<file path="src/rtl/branch_predictor.sv">
// Direct-mapped branch target buffer with a 2-bit saturating counter per entry.
// The IF-stage lookup is combinational from registered table state, and ID-stage
// resolved outcomes train the table at the rising edge.
// Optional feature: define BTB_STATS_EN to add lookup/update/mispredict counters.
module branch_predictor #(
  parameter int ENTRIES = 64,
  parameter int IDX_W   = 6,
  parameter int TAG_W   = 24
) (
  input  logic        clk,
  input  logic        rst,
  input  logic [31:0] if_pc,
  output logic        btb_en,
  output logic        jump,
  output logic [31:0] pred_target,
  input  logic        upd_valid,
  input  logic [31:0] upd_pc,
  input  logic        upd_taken,
  input  logic [31:0] upd_target,
  input  logic        upd_mispred,
  input  logic        flush
`ifdef BTB_STATS_EN
  ,
  output logic [31:0] stat_lookups,
  output logic [31:0] stat_updates,
  output logic [31:0] stat_mispred
`endif
);

  // Counter encoding: 00 strong-NT, 01 weak-NT, 10 weak-T, 11 strong-T.
  localparam logic [1:0] CTR_RESET = 2'b01;
  localparam logic [1:0] CTR_ALLOC = 2'b10;

  // Saturating increment: a strong-taken counter stays strong-taken.
  function automatic logic [1:0] ctr_inc(input logic [1:0] c);
    return (c == 2'b11) ? c : c + 2'd1;
  endfunction

  // Saturating decrement: a strong-not-taken counter stays strong-not-taken.
  function automatic logic [1:0] ctr_dec(input logic [1:0] c);
    return (c == 2'b00) ? c : c - 2'd1;
  endfunction

  // Control state (reset) and data storage (no reset).
  logic [ENTRIES-1:0] valid_q, valid_d;
  logic [1:0]         ctr_q [ENTRIES];
  logic [1:0]         ctr_d [ENTRIES];
  logic [TAG_W-1:0]   tag_q [ENTRIES];
  logic [31:0]        target_q [ENTRIES];

  // Lookup side fields; the two byte-offset bits of the PC are ignored.
  logic [IDX_W-1:0]   lk_idx;
  logic [TAG_W-1:0]   lk_tag;
  logic               lk_hit;

  // Update side fields and the single write port into tag/target storage.
  logic [IDX_W-1:0]   up_idx;
  logic [TAG_W-1:0]   up_tag;
  logic               up_hit;
  logic               upd_accept;
  logic               tag_we;
  logic               tgt_we;
  logic [TAG_W-1:0]   tag_d;
  logic [31:0]        target_d;

  logic               unused_bits;

  assign lk_idx     = if_pc[IDX_W+1:2];
  assign lk_tag     = if_pc[31:IDX_W+2];
  assign up_idx     = upd_pc[IDX_W+1:2];
  assign up_tag     = upd_pc[31:IDX_W+2];
  assign upd_accept = upd_valid & ~flush;

`ifdef BTB_STATS_EN
  assign unused_bits = ^{if_pc[1:0], upd_pc[1:0]};
`else
  assign unused_bits = ^{if_pc[1:0], upd_pc[1:0], upd_mispred};
`endif

  // IF-stage lookup: reads registered state only, so a same-cycle update is not bypassed.
  always_comb begin
    lk_hit      = valid_q[lk_idx] && (tag_q[lk_idx] == lk_tag);
    btb_en      = lk_hit;
    jump        = lk_hit & ctr_q[lk_idx][1];
    pred_target = lk_hit ? target_q[lk_idx] : 32'h0;
  end

  // Next-state for valid/counter bits and write enables for tag/target storage.
  always_comb begin
    valid_d  = valid_q;
    for (int i = 0; i < ENTRIES; i++) begin
      ctr_d[i] = ctr_q[i];
    end
    tag_we   = 1'b0;
    tgt_we   = 1'b0;
    tag_d    = up_tag;
    target_d = upd_target;
    up_hit   = valid_q[up_idx] && (tag_q[up_idx] == up_tag);

    if (flush) begin
      // Flush wins over a simultaneous update, which is simply dropped.
      valid_d = '0;
    end else if (upd_valid) begin
      if (up_hit) begin
        if (upd_taken) begin
          ctr_d[up_idx] = ctr_inc(ctr_q[up_idx]);
          tgt_we        = 1'b1;
        end else begin
          ctr_d[up_idx] = ctr_dec(ctr_q[up_idx]);
        end
      end else if (upd_taken) begin
        // Miss on a taken branch: overwrite whatever lives at this index.
        valid_d[up_idx] = 1'b1;
        ctr_d[up_idx]   = CTR_ALLOC;
        tag_we          = 1'b1;
        tgt_we          = 1'b1;
      end
    end
  end

  // Control state: async reset invalidates every entry and sets counters weak-NT.
  always_ff @(posedge clk or posedge rst) begin
    if (rst) begin
      valid_q <= '0;
      for (int i = 0; i < ENTRIES; i++) begin
        ctr_q[i] <= CTR_RESET;
      end
    end else begin
      valid_q <= valid_d;
      for (int i = 0; i < ENTRIES; i++) begin
        ctr_q[i] <= ctr_d[i];
      end
    end
  end

  // Tag/target storage: never read while its valid bit is clear, so it needs no reset.
  always_ff @(posedge clk) begin
    if (tag_we) begin
      tag_q[up_idx] <= tag_d;
    end
    if (tgt_we) begin
      target_q[up_idx] <= target_d;
    end
  end

`ifdef BTB_STATS_EN
  logic [31:0] stat_lookups_q, stat_lookups_d;
  logic [31:0] stat_updates_q, stat_updates_d;
  logic [31:0] stat_mispred_q, stat_mispred_d;

  // Statistics next-state: free-running lookups, accepted updates, accepted mispredicts.
  always_comb begin
    stat_lookups_d = stat_lookups_q + 32'd1;
    stat_updates_d = stat_updates_q;
    stat_mispred_d = stat_mispred_q;
    if (upd_accept) begin
      stat_updates_d = stat_updates_q + 32'd1;
      if (upd_mispred) begin
        stat_mispred_d = stat_mispred_q + 32'd1;
      end
    end
  end

  // Statistics registers: wrap modulo 2^32, cleared by reset only (flush leaves them alone).
  always_ff @(posedge clk or posedge rst) begin
    if (rst) begin
      stat_lookups_q <= '0;
      stat_updates_q <= '0;
      stat_mispred_q <= '0;
    end else begin
      stat_lookups_q <= stat_lookups_d;
      stat_updates_q <= stat_updates_d;
      stat_mispred_q <= stat_mispred_d;
    end
  end

  assign stat_lookups = stat_lookups_q;
  assign stat_updates = stat_updates_q;
  assign stat_mispred = stat_mispred_q;
`endif

endmodule

</file>
<file path="config.mk">
export PLATFORM = sky130hd
export DESIGN_NAME = branch_predictor
export DESIGN_NICKNAME = d
export VERILOG_FILES = /design/src/rtl/branch_predictor.sv
export SDC_FILE = /design/constraint.sdc
export NUM_CORES = 2
export LEC_CHECK = 0
export BUFFER_PORTS_ARGS = -buffer_cell sky130_fd_sc_hd__buf_2
export CORE_UTILIZATION = 50
export DETAILED_ROUTE_END_ITERATION = 10
export PLACE_DENSITY = 0.67
export SYNTH_ARGS = -nofsm -noshare
export SYNTH_HDL_FRONTEND = slang
export SYNTH_SLANG_ARGS = --single-unit
</file>
<file path="constraint.sdc">
create_clock -name clk -period 7.8 [get_ports clk]
set_input_delay 0.78 -clock clk [delete_from_list [all_inputs] [get_ports clk]]
set_output_delay 0.78 -clock clk [all_outputs]
set_load 0.03 [all_outputs]
</file>
==> metrics.md <==
| Metric | Value |
|---|---|
| CP endpoint kind | `output port` |
| GP Congestion | `slightly above 0.9` |
| Synth Instances | `roughly 7600` |
| Synth top area cells | `edfxtp_1, mux4_2, mux2i_1` |
| Setup Fix Bufs, Post-CTS | `0` |
| GRT Overall Usage | `30.63%` |
| First-pass GRT wire length | `692.9 mm` |
| Die ar. | `325400 µm²` |
| TritonRoute pass-1 iters | `8` |
| Port Buffers | `130` |
| Setup violators final | `0` |
| Fin Hold WS | `-0.03231 ns` |
| Clock power share | `42.2%` |
| VDD IR max | `0.0002168 V` |
| DRT Wirelength | `499.8 mm` |
| Net Sw Power | `9.478 mW` |
| Most common flop cell mapped by yosys | `edfxtp_1` |
| Routing usage on met3 | `6.955%` |
| CTS tree | `yes` |
| Core Box Area | `321100 µm²` |
| Layout area overhead | `12.74%` |
| Failing checks | `negative hold slack` |
| Fmax | `~0.13 GHz` |
| Cell type with the highest aggregate area in the netlist | `edfxtp_1` |
| H-tree level count | `5` |
| Critical Path AT | `just under 7 ns` |
| Final nets | `between 8000 and 9000` |
| Worst Clk Skew | `around 0.055 ns` |
| Starting DRT DRC Count | `13740` |
| RSZ-0062 raised after global routing | `no` |
| Status | `complete, but fails checks` |
| Layout cells sized above 1 | `roughly 34%` |
| Initial antenna violation count | `30` |
| Reg area | `112500 µm²` |
| Data required time of the critical path | `7.02 ns` |
| Leak | `roughly 58 nW` |
| Clock sinks | `3776` |
| Post-synth top area share | `66.62%` |
| #FFs+latches synth | `3776` |
| Vias in the first global route | `88370` |
| Die Y | `570.4 µm` |
| Share of the clock period used by the worst path | `97.53%` |
| Initial core utilization | `50.31%` |
| Final HPWL DP | `287.8 mm` |
| CTS Hold Bufs | `0` |
| Seq/Total Area, Yosys | `just under 70%` |
| Fin crit period | `7.607 ns` |
| Layout fillers | `23570` |
| FFs w/ async S/R, synth | `between 5 and 6%` |
| Sw frac | `21.88%` |
| Startpoint Class | `input pin` |
| Most used standard cell by instance count after synthesis | `edfxtp_1` |
| CP Max Fanout | `37` |
| P per Cell Area | `between 200 and 250 nW/µm²` |
| Sequential Power Share | `51.5%` |
| Slew headroom | `12.84%` |
| Bufs on Longest Clock Path | `4` |
| List of most frequent post-synthesis cells | `edfxtp_1, mux4_2, mux2i_1` |
| Post-synth EDFFs | `between 3000 and 4000` |
| Post-placement cell count | `11920` |
| Final non-filler cell total | `roughly 13000` |
| HP Class | `input pin to async pin` |
| Post-Syn Area per Cell | `around 21 µm²` |
| Total CTS buffers | `approximately 380` |
| Gr ovfl total | `0` |
| Mapped Area | `between 150000 and 200000 µm²` |
| Vias | `88830` |
| Grt met1 use | `between 40 and 50%` |
| Std-Cell Rows | `approximately 210` |
| Clock root buffer | `clkbuf_16` |
| Width of the die | `570.4 µm` |
| Residual DRC count | `0` |
| GR Layer Usage met2 | `48.24%` |
| YS warnings | `0` |
| Clock latency on the worst-skew pair | `around 0.98 ns` |
| ANT nets after route | `0` |
| Final hold vios | `6` |
| Comb power frac | `6.3%` |
| Pin count of the biggest net entering global routing | `roughly 150` |
| Setup TNS | `0 ns` |
| Post-cts resize count | `0` |
| Net Count, Synth | `a little under 8000` |
| Avg WL per Cell | `39.64 µm` |
| Pint | `33.83 mW` |
| Worst Tran Pin Value | `roughly 1.3 ns` |
| GRT Max-Usage Layer | `met2` |
| Max Cap Violations | `0` |
| I/O pin count | `about 140` |
| Kind of critical path | `input pin to output port` |
| DR vias/cell | `7.045` |
| Multi-input logic area | `46720 µm²` |
| Max-slew violation count | `0` |
| Clk slew on worst S/H paths | `around 0.060 ns` |
| Post-synthesis cell type count | `slightly above 80` |
## state kept, by name, indices dropped and copies added, names as in the netlist
signal	count
tag_q	1536
ctr_q	128
valid_q	64
target_q	2048
## worst max-delay path, stage by stage
cell	delay (ns)
buf_12	0.30
buf_4	0.49
mux4_2	0.57
mux4_2	0.51
mux4_2	0.53
xnor2_1	1.02
nand3_1	0.67
nor3_1	0.36
nand3_2	0.37
buf_4	0.39
a211oi_1	0.44
buf_2	0.29
## layout by cell type (no fill, tap or decap), types with 14 or more instances in the layout
cell type     n
edfxtp_1   3584
mux4_2     1391
clkbuf_16   382
buf_4       353
mux2i_1     327
a22oi_1     131
dfrtp_1     128
buf_2       121
mux2_1      120
nand2_1     111
a221oi_1     97
nor2_1       82
buf_12       77
clkbuf_1     76
clkinv_2     74
o22ai_1      73
inv_1        68
nor3_2       67
nor2_4       66
o32ai_1      66
dfstp_2      64
a21oi_1      62
a31oi_4      60
clkinv_1     60
nor3_1       52
o21ai_0      46
bufinv_16    43
nand3_1      40
mux2_2       38
nor2b_1      38
xnor2_1      33
a211oi_1     32
nand4_1      29
o211ai_1     26
nand3b_1     25
a22o_1       22
o221ai_1     14
## power groups by stage
stage / Sequential (mW) / Clock (mW) / Combinational [mW]
after global placement: 22.7 / 0 / 2.64
after CTS: 22.3 / 18.4 / 2.69
after detailed placement: 22.7 / 0 / 2.68
after global routing: 22.3 / 19.2 / 2.80
after floorplan: 22.7 / 0 / 1.60
final: 22.3 / 18.3 / 2.71
## worst paths after layout
path,cells past startpoint,start,to,slack [ns]
max,12,if_pc[2],pred_target[29],0.19
min,2,rst,ctr_q[39]$_DFFE_PP0P_,-0.03
max reg2reg,14,tag_q[21][20]$_DFFE_PP_,tag_q[46][4]$_DFFE_PP_,2.87
min reg2reg,1,ctr_q[91]$_DFFE_PP0P_,ctr_q[91]$_DFFE_PP0P_,0.51
max in group asynchronous,3,rst,ctr_q[65]$_DFFE_PP0P_,6.17
min in group clk,2,upd_pc[14],tag_q[58][6]$_DFFE_PP_,0.45
## routing by layer
layer / up-vias / wire length [µm] / part of all wire (%)
met2: 6432 / 236700 / 47
li1: 33660 / - / -
met5: - / 98 / 0.020
met4: 14 / 28270 / 5.7
met3: 1416 / 57150 / 11
met1: 47310 / 177700 / 36
## kinds of logic (layout without fill, tap and decap cells)
kind of cell	after synthesis	count (layout)	share of synthesized area (%)
flip-flops	3776	3776	69.64
multiplexers	1879	1879	22.55
AO/OA/AOI/OAI	684	684	3.686
buffers and inverters	649	1310	1.996
AND/OR/NAND/NOR	601	601	1.914
XOR/XNOR	39	39	0.2114
adder cells (fa/ha/maj)	1	1	0.006196
other	0	13	0
## layout make-up
class,instances,share of cell area [%]
Sequential cell,3776,61.77
Multi-Input combinational cell,3204,25.65
Clock buffer,466,5.466
Tap cell,4305,2.957
Timing Repair Buffer,559,2.697
Clock inverter,213,1.284
Inverter,72,0.1525
Antenna cell,13,0.01786
## per-stage QoR
stage / power (mW) / cell area, µm² / util [%] / hold slack (ns) / setup WS (ns)
CTS: 43.43 / 182100 / 56.70 / 0.03386 / 0.5039
finish: 43.31 / 182100 / 56.71 / -0.03231 / 0.1928
detailed placement: 25.40 / 169800 / 52.88 / 0.5023 / 0.5257
global placement: 25.36 / 169800 / 52.88 / 0.4939 / 0.5862
global route: 44.27 / 182100 / 56.70 / 0.06924 / 0.2893
floorplan: 24.31 / 161600 / - / 0.4758 / 1.899
Note: power is estimated with default switching activity, not from simulation.
